--- src/rtl/vga_capture.sv ---
// vga_capture: grabs one subsampled greyscale frame from a 6-bit VGA stream into a frame buffer
module vga_capture #(
  parameter int WIDTH   = 128,
  parameter int HEIGHT  = 96,
  parameter int H_TOTAL = 800,
  parameter int H_BP    = 48,
  parameter int V_BP    = 29,
  parameter int IMG_X0  = 64,
  parameter int IMG_Y0  = 48
) (
  input  logic        clk,
  input  logic        rst,
  input  logic [5:0]  rgb,
  input  logic        hsync,
  input  logic        vsync,
  input  logic        arm,
  output logic        wr_en,
  output logic [13:0] wr_addr,
  output logic [7:0]  wr_data,
  output logic        busy,
  output logic        done,
  output logic        sync_err
);
  // hcnt/vcnt value of the first sample and the span covered by the 4x subsampled window
  localparam logic [9:0]  HS    = 10'(H_BP + IMG_X0);
  localparam logic [9:0]  VS    = 10'(V_BP + IMG_Y0);
  localparam logic [9:0]  HSPAN = 10'(4 * WIDTH);
  localparam logic [9:0]  VSPAN = 10'(4 * HEIGHT);
  localparam logic [9:0]  HLAST = 10'(H_TOTAL - 1);
  localparam logic [13:0] LAST  = 14'(WIDTH * HEIGHT - 1);
  typedef enum logic [1:0] {IDLE, WAIT_FRAME, CAPTURE, DONE} state_t;
  state_t      state;
  logic        first_line;
  logic [5:0]  rgb_q, rgb_d;
  logic        hs_q, hs_d, vs_q, vs_d;
  logic [9:0]  hcnt, vcnt, hoff, voff;
  logic        hs_rise, vs_rise, hit;
  logic [7:0]  sum, grey;
  logic [13:0] addr;
  // rgb_d lines up with hcnt: when hcnt == k, rgb_d holds the pixel k clocks after the hsync rise
  assign hs_rise = hs_q & ~hs_d;
  assign vs_rise = vs_q & ~vs_d;
  assign hoff    = hcnt - HS;
  assign voff    = vcnt - VS;
  assign hit     = hcnt >= HS && hoff < HSPAN && hoff[1:0] == 2'b00 &&
                   vcnt >= VS && voff < VSPAN && voff[1:0] == 2'b00;
  assign addr    = 14'(voff[9:2]) * 14'(WIDTH) + 14'(hoff[9:2]);
  assign sum     = 8'(rgb_d[5:4]) + 8'(rgb_d[3:2]) + 8'(rgb_d[1:0]);
  assign grey    = sum * 8'd28;
  // input pipeline and raster counters; syncs idle high so reset release produces no edge
  always_ff @(posedge clk or negedge rst) begin
    if (!rst) begin
      rgb_q <= '0;
      rgb_d <= '0;
      hs_q  <= 1'b1;
      hs_d  <= 1'b1;
      vs_q  <= 1'b1;
      vs_d  <= 1'b1;
      hcnt  <= '0;
      vcnt  <= '0;
    end else begin
      rgb_q <= rgb;
      rgb_d <= rgb_q;
      hs_q  <= hsync;
      hs_d  <= hs_q;
      vs_q  <= vsync;
      vs_d  <= vs_q;
      hcnt  <= hs_rise ? '0 : (hcnt == 10'h3ff ? hcnt : hcnt + 10'd1);
      vcnt  <= vs_rise ? '0 : (hs_rise ? vcnt + 10'd1 : vcnt);
    end
  end
  // capture control with registered write port and status flags
  always_ff @(posedge clk or negedge rst) begin
    if (!rst) begin
      state      <= IDLE;
      first_line <= 1'b0;
      wr_en      <= 1'b0;
      wr_addr    <= '0;
      wr_data    <= '0;
      busy       <= 1'b0;
      done       <= 1'b0;
      sync_err   <= 1'b0;
    end else begin
      wr_en <= 1'b0;
      done  <= 1'b0;
      case (state)
        IDLE: if (arm) begin
          state    <= WAIT_FRAME;
          sync_err <= 1'b0;
          busy     <= 1'b1;
        end
        WAIT_FRAME: if (vs_rise) begin
          state      <= CAPTURE;
          first_line <= 1'b1;
        end
        CAPTURE: if (vs_rise || (hs_rise && !first_line && hcnt != HLAST)) begin
          sync_err <= 1'b1;
          busy     <= 1'b0;
          state    <= IDLE;
        end else begin
          if (hs_rise) first_line <= 1'b0;
          if (hit) begin
            wr_en   <= 1'b1;
            wr_addr <= addr;
            wr_data <= grey;
            if (addr == LAST) state <= DONE;
          end
        end
        DONE: begin
          done  <= 1'b1;
          busy  <= 1'b0;
          state <= IDLE;
        end
      endcase
    end
  end
endmodule

--- config.mk ---
export PLATFORM = sky130hd
export DESIGN_NAME = vga_capture
export DESIGN_NICKNAME = d
export VERILOG_FILES = /design/src/rtl/vga_capture.sv
export SDC_FILE = /design/constraint.sdc
export NUM_CORES = 1
export LEC_CHECK = 0
export ABC_AREA = 1
export CORE_UTILIZATION = 55
export CTS_CLUSTER_SIZE = 20
export DETAILED_ROUTE_END_ITERATION = 12
export PLACE_DENSITY = 0.83
export SYNTH_ARGS = -nofsm -noshare
export SYNTH_HDL_FRONTEND = slang
export SYNTH_SLANG_ARGS = --single-unit
--- constraint.sdc ---
create_clock -name clk -period 5.31 [get_ports clk]
set_clock_uncertainty 0.1 [all_clocks]
set_input_delay 1.062 -clock clk [delete_from_list [all_inputs] [get_ports clk]]
set_output_delay 1.062 -clock clk [all_outputs]
set_load 0.01 [all_outputs]
# Yosys cells after proc, flatten, opt, wreduce, memory -nomap -nowiden
# Index checks and enable logic that the tools add are counted.
# op_classes
add_sub_neg,7
n_mul,1
order_cmp,4
eq_ne,14
muxes,24
bitwise_logic,5
n_reduce_logical,21
# ops
operator,n
two-way mux 10 bit,4
adder 10 x 1 -> 10 bit (second input constant),2
>= comparator 10 x 7 -> 1 bit (second input constant),2
subtractor 10 x 7 -> 10 bit (second input constant),2
adder 14 x 8 -> 14 bit,1
== test 14 bit (second input constant),1
inequality test 2 bit (second input constant),6
two-way mux 1 bit,11
== test 10 bit (second input constant),1
< comparator 10 bit (second input constant),1
< comparator 10 x 9 -> 1 bit (second input constant),1
two-way mux 2 bit,5
inequality test 10 bit (second input constant),1
AND reduction 3 bit,3
one-hot mux 2 bit (4 select lines),1
AND reduction 4 bit,2
logical AND 1 bit,7
logical NOT 2 bit,3
multiplier 4 x 3 -> 6 bit (second input constant),1
inequality test 3 bit (second input constant),2
nonzero test 2 bit,3
adder 3 x 2 -> 4 bit,1
== test 2 bit (second input constant),2
one-hot mux 1 bit (2 select lines),2
other kinds (8),11
# word_totals
ff_bits,63
in_bits,11

# Depth between registers and ports, before layout
# depth
depth_word,10
ltp_mapped,19
depth_no_buf,19

# Worst setup path before layout
# OpenSTA, ideal clock, no wires.
# synth_path
kind,register to register
from,register rgb_d[1]
to,register wr_data[6]
setup_time_ps,121
arrival_ps,2756
required_ps,5089
path_slack_ps,2333
stages_incl_launch_ff,12
cell_sequence,dfrtp_1 -> inv_1 -> fa_1 -> inv_1 -> ha_1 -> ha_1 -> fa_1 -> ha_1 -> inv_1 -> fa_1 -> xor2_1 -> o21ai_2
# synth_between
elab_chain_cells,2
# synth_lines
element,line_no,rtl
"start, declared",34,"logic [5:0] rgb_q, rgb_d;"
"start signal, assigned",63,rgb_d <= rgb_q;
adder 3 x 2 -> 4 bit,48,assign sum = 8'(rgb_d[5:4]) + 8'(rgb_d[3:2]) + 8'(rgb_d[1:0]);
multiplier 4 x 3 -> 6 bit,49,assign grey = sum * 8'd28;
"end signal, assigned",105,wr_data <= grey;
"end, declared",19,"output logic [7:0] wr_data,"
# Every way passes these cells.
# A chain may end at the register's enable or synchronous reset.

# Worst setup path after layout
# layout_path
from,register rgb_d[3]
to,register wr_data[6]
# layout_between
elab_chain_cells,3
# layout_lines
element,line_no
adder 2 x 2 -> 3 bit,48
adder 3 x 2 -> 4 bit,48
multiplier 4 x 3 -> 6 bit,49
# Every way passes these cells.

==> impl_metrics.py <==
metrics = {
    "sta": {
        "finalSetupViolations": 0,
        "worstMarginPinSlew_ns": 0.796,
        "whs_ns": 0.258,
        "max_slew_margin_pct": 46.9,
        "maxClockFrequency_ghz": 0.314,
        "finalCriticalPeriod_ns": 3.18,
        "setup_ws_ns": 2.13,
        "fin_setup_tns_ns": 0,
        "finalMaxSlewViolations": 0,
        "finalHoldViolCount": 0,
        "timing.final.crit_share_pct": 60.0,
        "rsz0062_at_grt": "no",
    },
    "critical_path": {
        "critical_path_cell_count": 11,
        "cp_max_fo": 3,
        "path_cells": "inv_1 > fa_1 > inv_1 > ha_1 > ha_1 > fa_1 > ha_1 > inv_1 > fa_1 > xor2_1 > o21ai_2",
        "critical_path_class": "flip-flop to flip-flop",
        "crit_buf_inv": 3,
        "critPathCaptureType": "flip-flop",
        "start_kind": "flip-flop",
        "crit_required_ns": 5.43,
        "cpPeakStageDelay_ns": 0.55,
        "rr_worst_depth": 11,
        "arrival_ns": 3.31,
        "crit_family": "adder cells",
        "crit_path_top_delay_cell": "fa_1",
    },
    "power_and_ir_drop": {
        "swShare_pct": 32.2,
        "p_leak_nw": 1.97,
        "seqPwrFrac_pct": 44.0,
        "ir_worst_vdd_mv": 0.216,
        "power_per_cell_area_nw_per_um2": 313,
        "p_int_mw": 0.849,
        "pwr-share-comb_pct": 21.5,
        "pwr-share-clk_pct": 34.5,
        "power.switching_mw": 0.403,
    },
    "synthesis": {
        "synth.top_cell.area_share_pct": 43.0,
        "async_flop_share_pct": 100,
        "syn_avg_cell_area_um2": 8.51,
        "synth.area.top_cells": "dfrtp_1 43%, nand2_1 10%, ha_1 6.6%, inv_1 5.7%, nand3_1 4.2%",
        "ys_warn_count": 0,
        "synth_area_um2": 3430,
        "synth_common_cells": "94 x nand2_1, 59 x dfrtp_1, 52 x inv_1",
        "synth_top_flop_cell": "dfrtp_1",
        "post_synth_num_cell_types": 32,
        "yosysSeqAreaShare_pct": 46.1,
        "yosys.area.top_type": "dfrtp_1",
        "netlist_instances": 403,
        "ys_ff_latch": 63,
        "synth.most_common_cell": "nand2_1",
        "synth_edf_count": 0,
    },
    "die": {
        "fp.dieArea_um2": 6560,
        "die_y_um": 81.0,
        "row_count": 28,
        "ios": 37,
        "core_area_um2": 5960,
        "die_x_um": 81.0,
        "start_util_pct": 57.6,
    },
    "clock_network": {
        "cts.sinks": 63,
        "cts_root_buffer": "clkbuf_8",
        "ctsResizeCount": 0,
        "cts_buffers": 9,
        "clk_latency_ns": 0.35,
        "post_cts_buffers": 0,
        "ctsHoldBuffers": 0,
        "path_clk_slew_ns": 0.08,
        "clk_path_buf_depth": 2,
        "tritoncts": "yes",
        "cts_htree_levels": 3,
    },
    "placement": {
        "gp_congestion": 0.908,
        "pre_cts_ws_ns": 2.13,
        "hpwl_mm": 5.00,
        "port_buffers": 34,
    },
    "grt": {
        "grt_pass1_wl_mm": 11.7,
        "grt_max_degree": 64,
        "grtUsageTotal_pct": 24.0,
        "overflow": 0,
        "grt_pass1_vias": 2612,
        "antenna_found_initial": 0,
    },
    "cells_and_area": {
        "n_fill_cell": 485,
        "drive_above_1_share_pct": 14.1,
        "antenna_cells": 0,
        "area.growth.synth_to_final_pct": 16.5,
        "fin_util_pct": 67.1,
        "nets": 475,
    },
    "hold_path": {
        "whs_path_depth": 0,
        "min_path_type": "flip-flop to flip-flop",
    },
    "drt": {
        "final_antenna_net_count": 0,
        "drtIter0Drc": 165,
        "wl_per_cell_um": 13.5,
        "viasPerCell": 5.29,
        "post-route-drc-count": 0,
        "wirelength_mm": 7.05,
        "dr.pass1.iters": 5,
        "num_vias": 2757,
    },
    "run_status": {
        "outcome": "finished, final reports clean",
    },
    "run": {
        "max-cap-violations": 0,
    },
}
==> layer usage <==
layer	share of wire [%]	track usage (%)	vias up
met4	1.9	8.39	0
met5	0	0	-
met1	44	29.7	1313
met2	50	39.6	82
met3	4.4	7.53	13
li1	-	-	1349
==> cells by family (layout without fill, tap and decap cells) <==
group | after synthesis | in the layout | share of synthesized area [%]
simple gates | 191 | 191 | 25.1
buf+inv | 68 | 110 | 8.72
flops | 63 | 63 | 46.1
compound gates | 51 | 51 | 8.94
fa+ha+maj | 23 | 23 | 9.49
xor+xnor | 6 | 6 | 1.53
other cells | 1 | 2 | 0.109
==> worst reg2reg max path, stage by stage (launching register included) <==
cell and delay, ns:
dfrtp_1 0.36, inv_1 0.06, fa_1 0.50, inv_1 0.05
ha_1 0.23, ha_1 0.33, fa_1 0.55, ha_1 0.16
inv_1 0.06, fa_1 0.37, xor2_1 0.19, o21ai_2 0.08
==> state kept, by name (all words and copies together), names as in the netlist <==
name / cells
vcnt: 10
wr_addr: 14
first_line: 1
rgb_d: 6
done: 1
state: 2
hs_d: 1
hs_q: 1
busy: 1
rgb_q: 6
vs_d: 1
vs_q: 1
wr_data: 6
hcnt: 10
wr_en: 1
sync_err: 1
==> layout make-up <==
class                           instances  area (um^2)  share of cell area (%)
Clock buffer                            9          124                    3.10
Clock inverter                          7         78.8                    1.97
Inverter                               59          223                    5.57
Multi-Input combinational cell        273         1550                    38.9
Sequential cell                        63         1580                    39.6
Tap cell                               75         93.8                    2.35
Timing Repair Buffer                   35          343                    8.58
==> power groups by stage <==
stage | combinational [mW] | sequential (mW) | clock (mW)
after CTS | 0.269 | 0.551 | 0.442
after global placement | 0.248 | 0.558 | 0
final | 0.269 | 0.551 | 0.431
after floorplan | 0.179 | 0.557 | 0
after detailed placement | 0.264 | 0.559 | 0
after global routing | 0.303 | 0.556 | 0.465
==> worst paths after layout <==
kind	from	slack [ns]	to
max in group asynchronous	rst	3.80	done$_DFF_PN0_
worst min-delay path	rgb_q[5]$_DFF_PN0_	0.26	rgb_d[5]$_DFF_PN0_
worst max-delay path	rgb_d[3]$_DFF_PN0_	2.13	wr_data[6]$_DFFE_PN0P_
worst min register to register	rgb_q[5]$_DFF_PN0_	0.26	rgb_d[5]$_DFF_PN0_
worst max register to register	rgb_d[3]$_DFF_PN0_	2.13	wr_data[6]$_DFFE_PN0P_
min in group asynchronous	rst	0.76	vcnt[8]$_DFFE_PN0P_
==> placed cells by master, fill, tap and decap left out, types with 2 or more instances in the layout <==
cell and count:
a21oi_1 12, a31oi_1 5, clkbuf_8 9, clkdlybuf4s50_1 33, clkinvlp_4 3, conb_1 2
dfrtp_1 59, dfstp_2 4, fa_1 5, ha_1 18, inv_1 52, inv_2 6
inv_6 3, nand2_1 94, nand2_2 16, nand3_1 29, nand4_1 6, nor2_1 29
nor2_2 2, nor2_4 3, nor3_1 8, nor4_1 2, o21ai_0 20, o21ai_2 11
xnor2_1 2, xor2_1 4
==> metrics by stage <==
stage,cells,area [um^2],total power [mW]
finish,521,4000,1.25
global route,521,4000,1.32
CTS,521,4000,1.26
detailed placement,505,3790,0.822
global placement,505,3790,0.805
floorplan,404,3430,0.737
No activity file was read; power rests on OpenSTA's default activity.
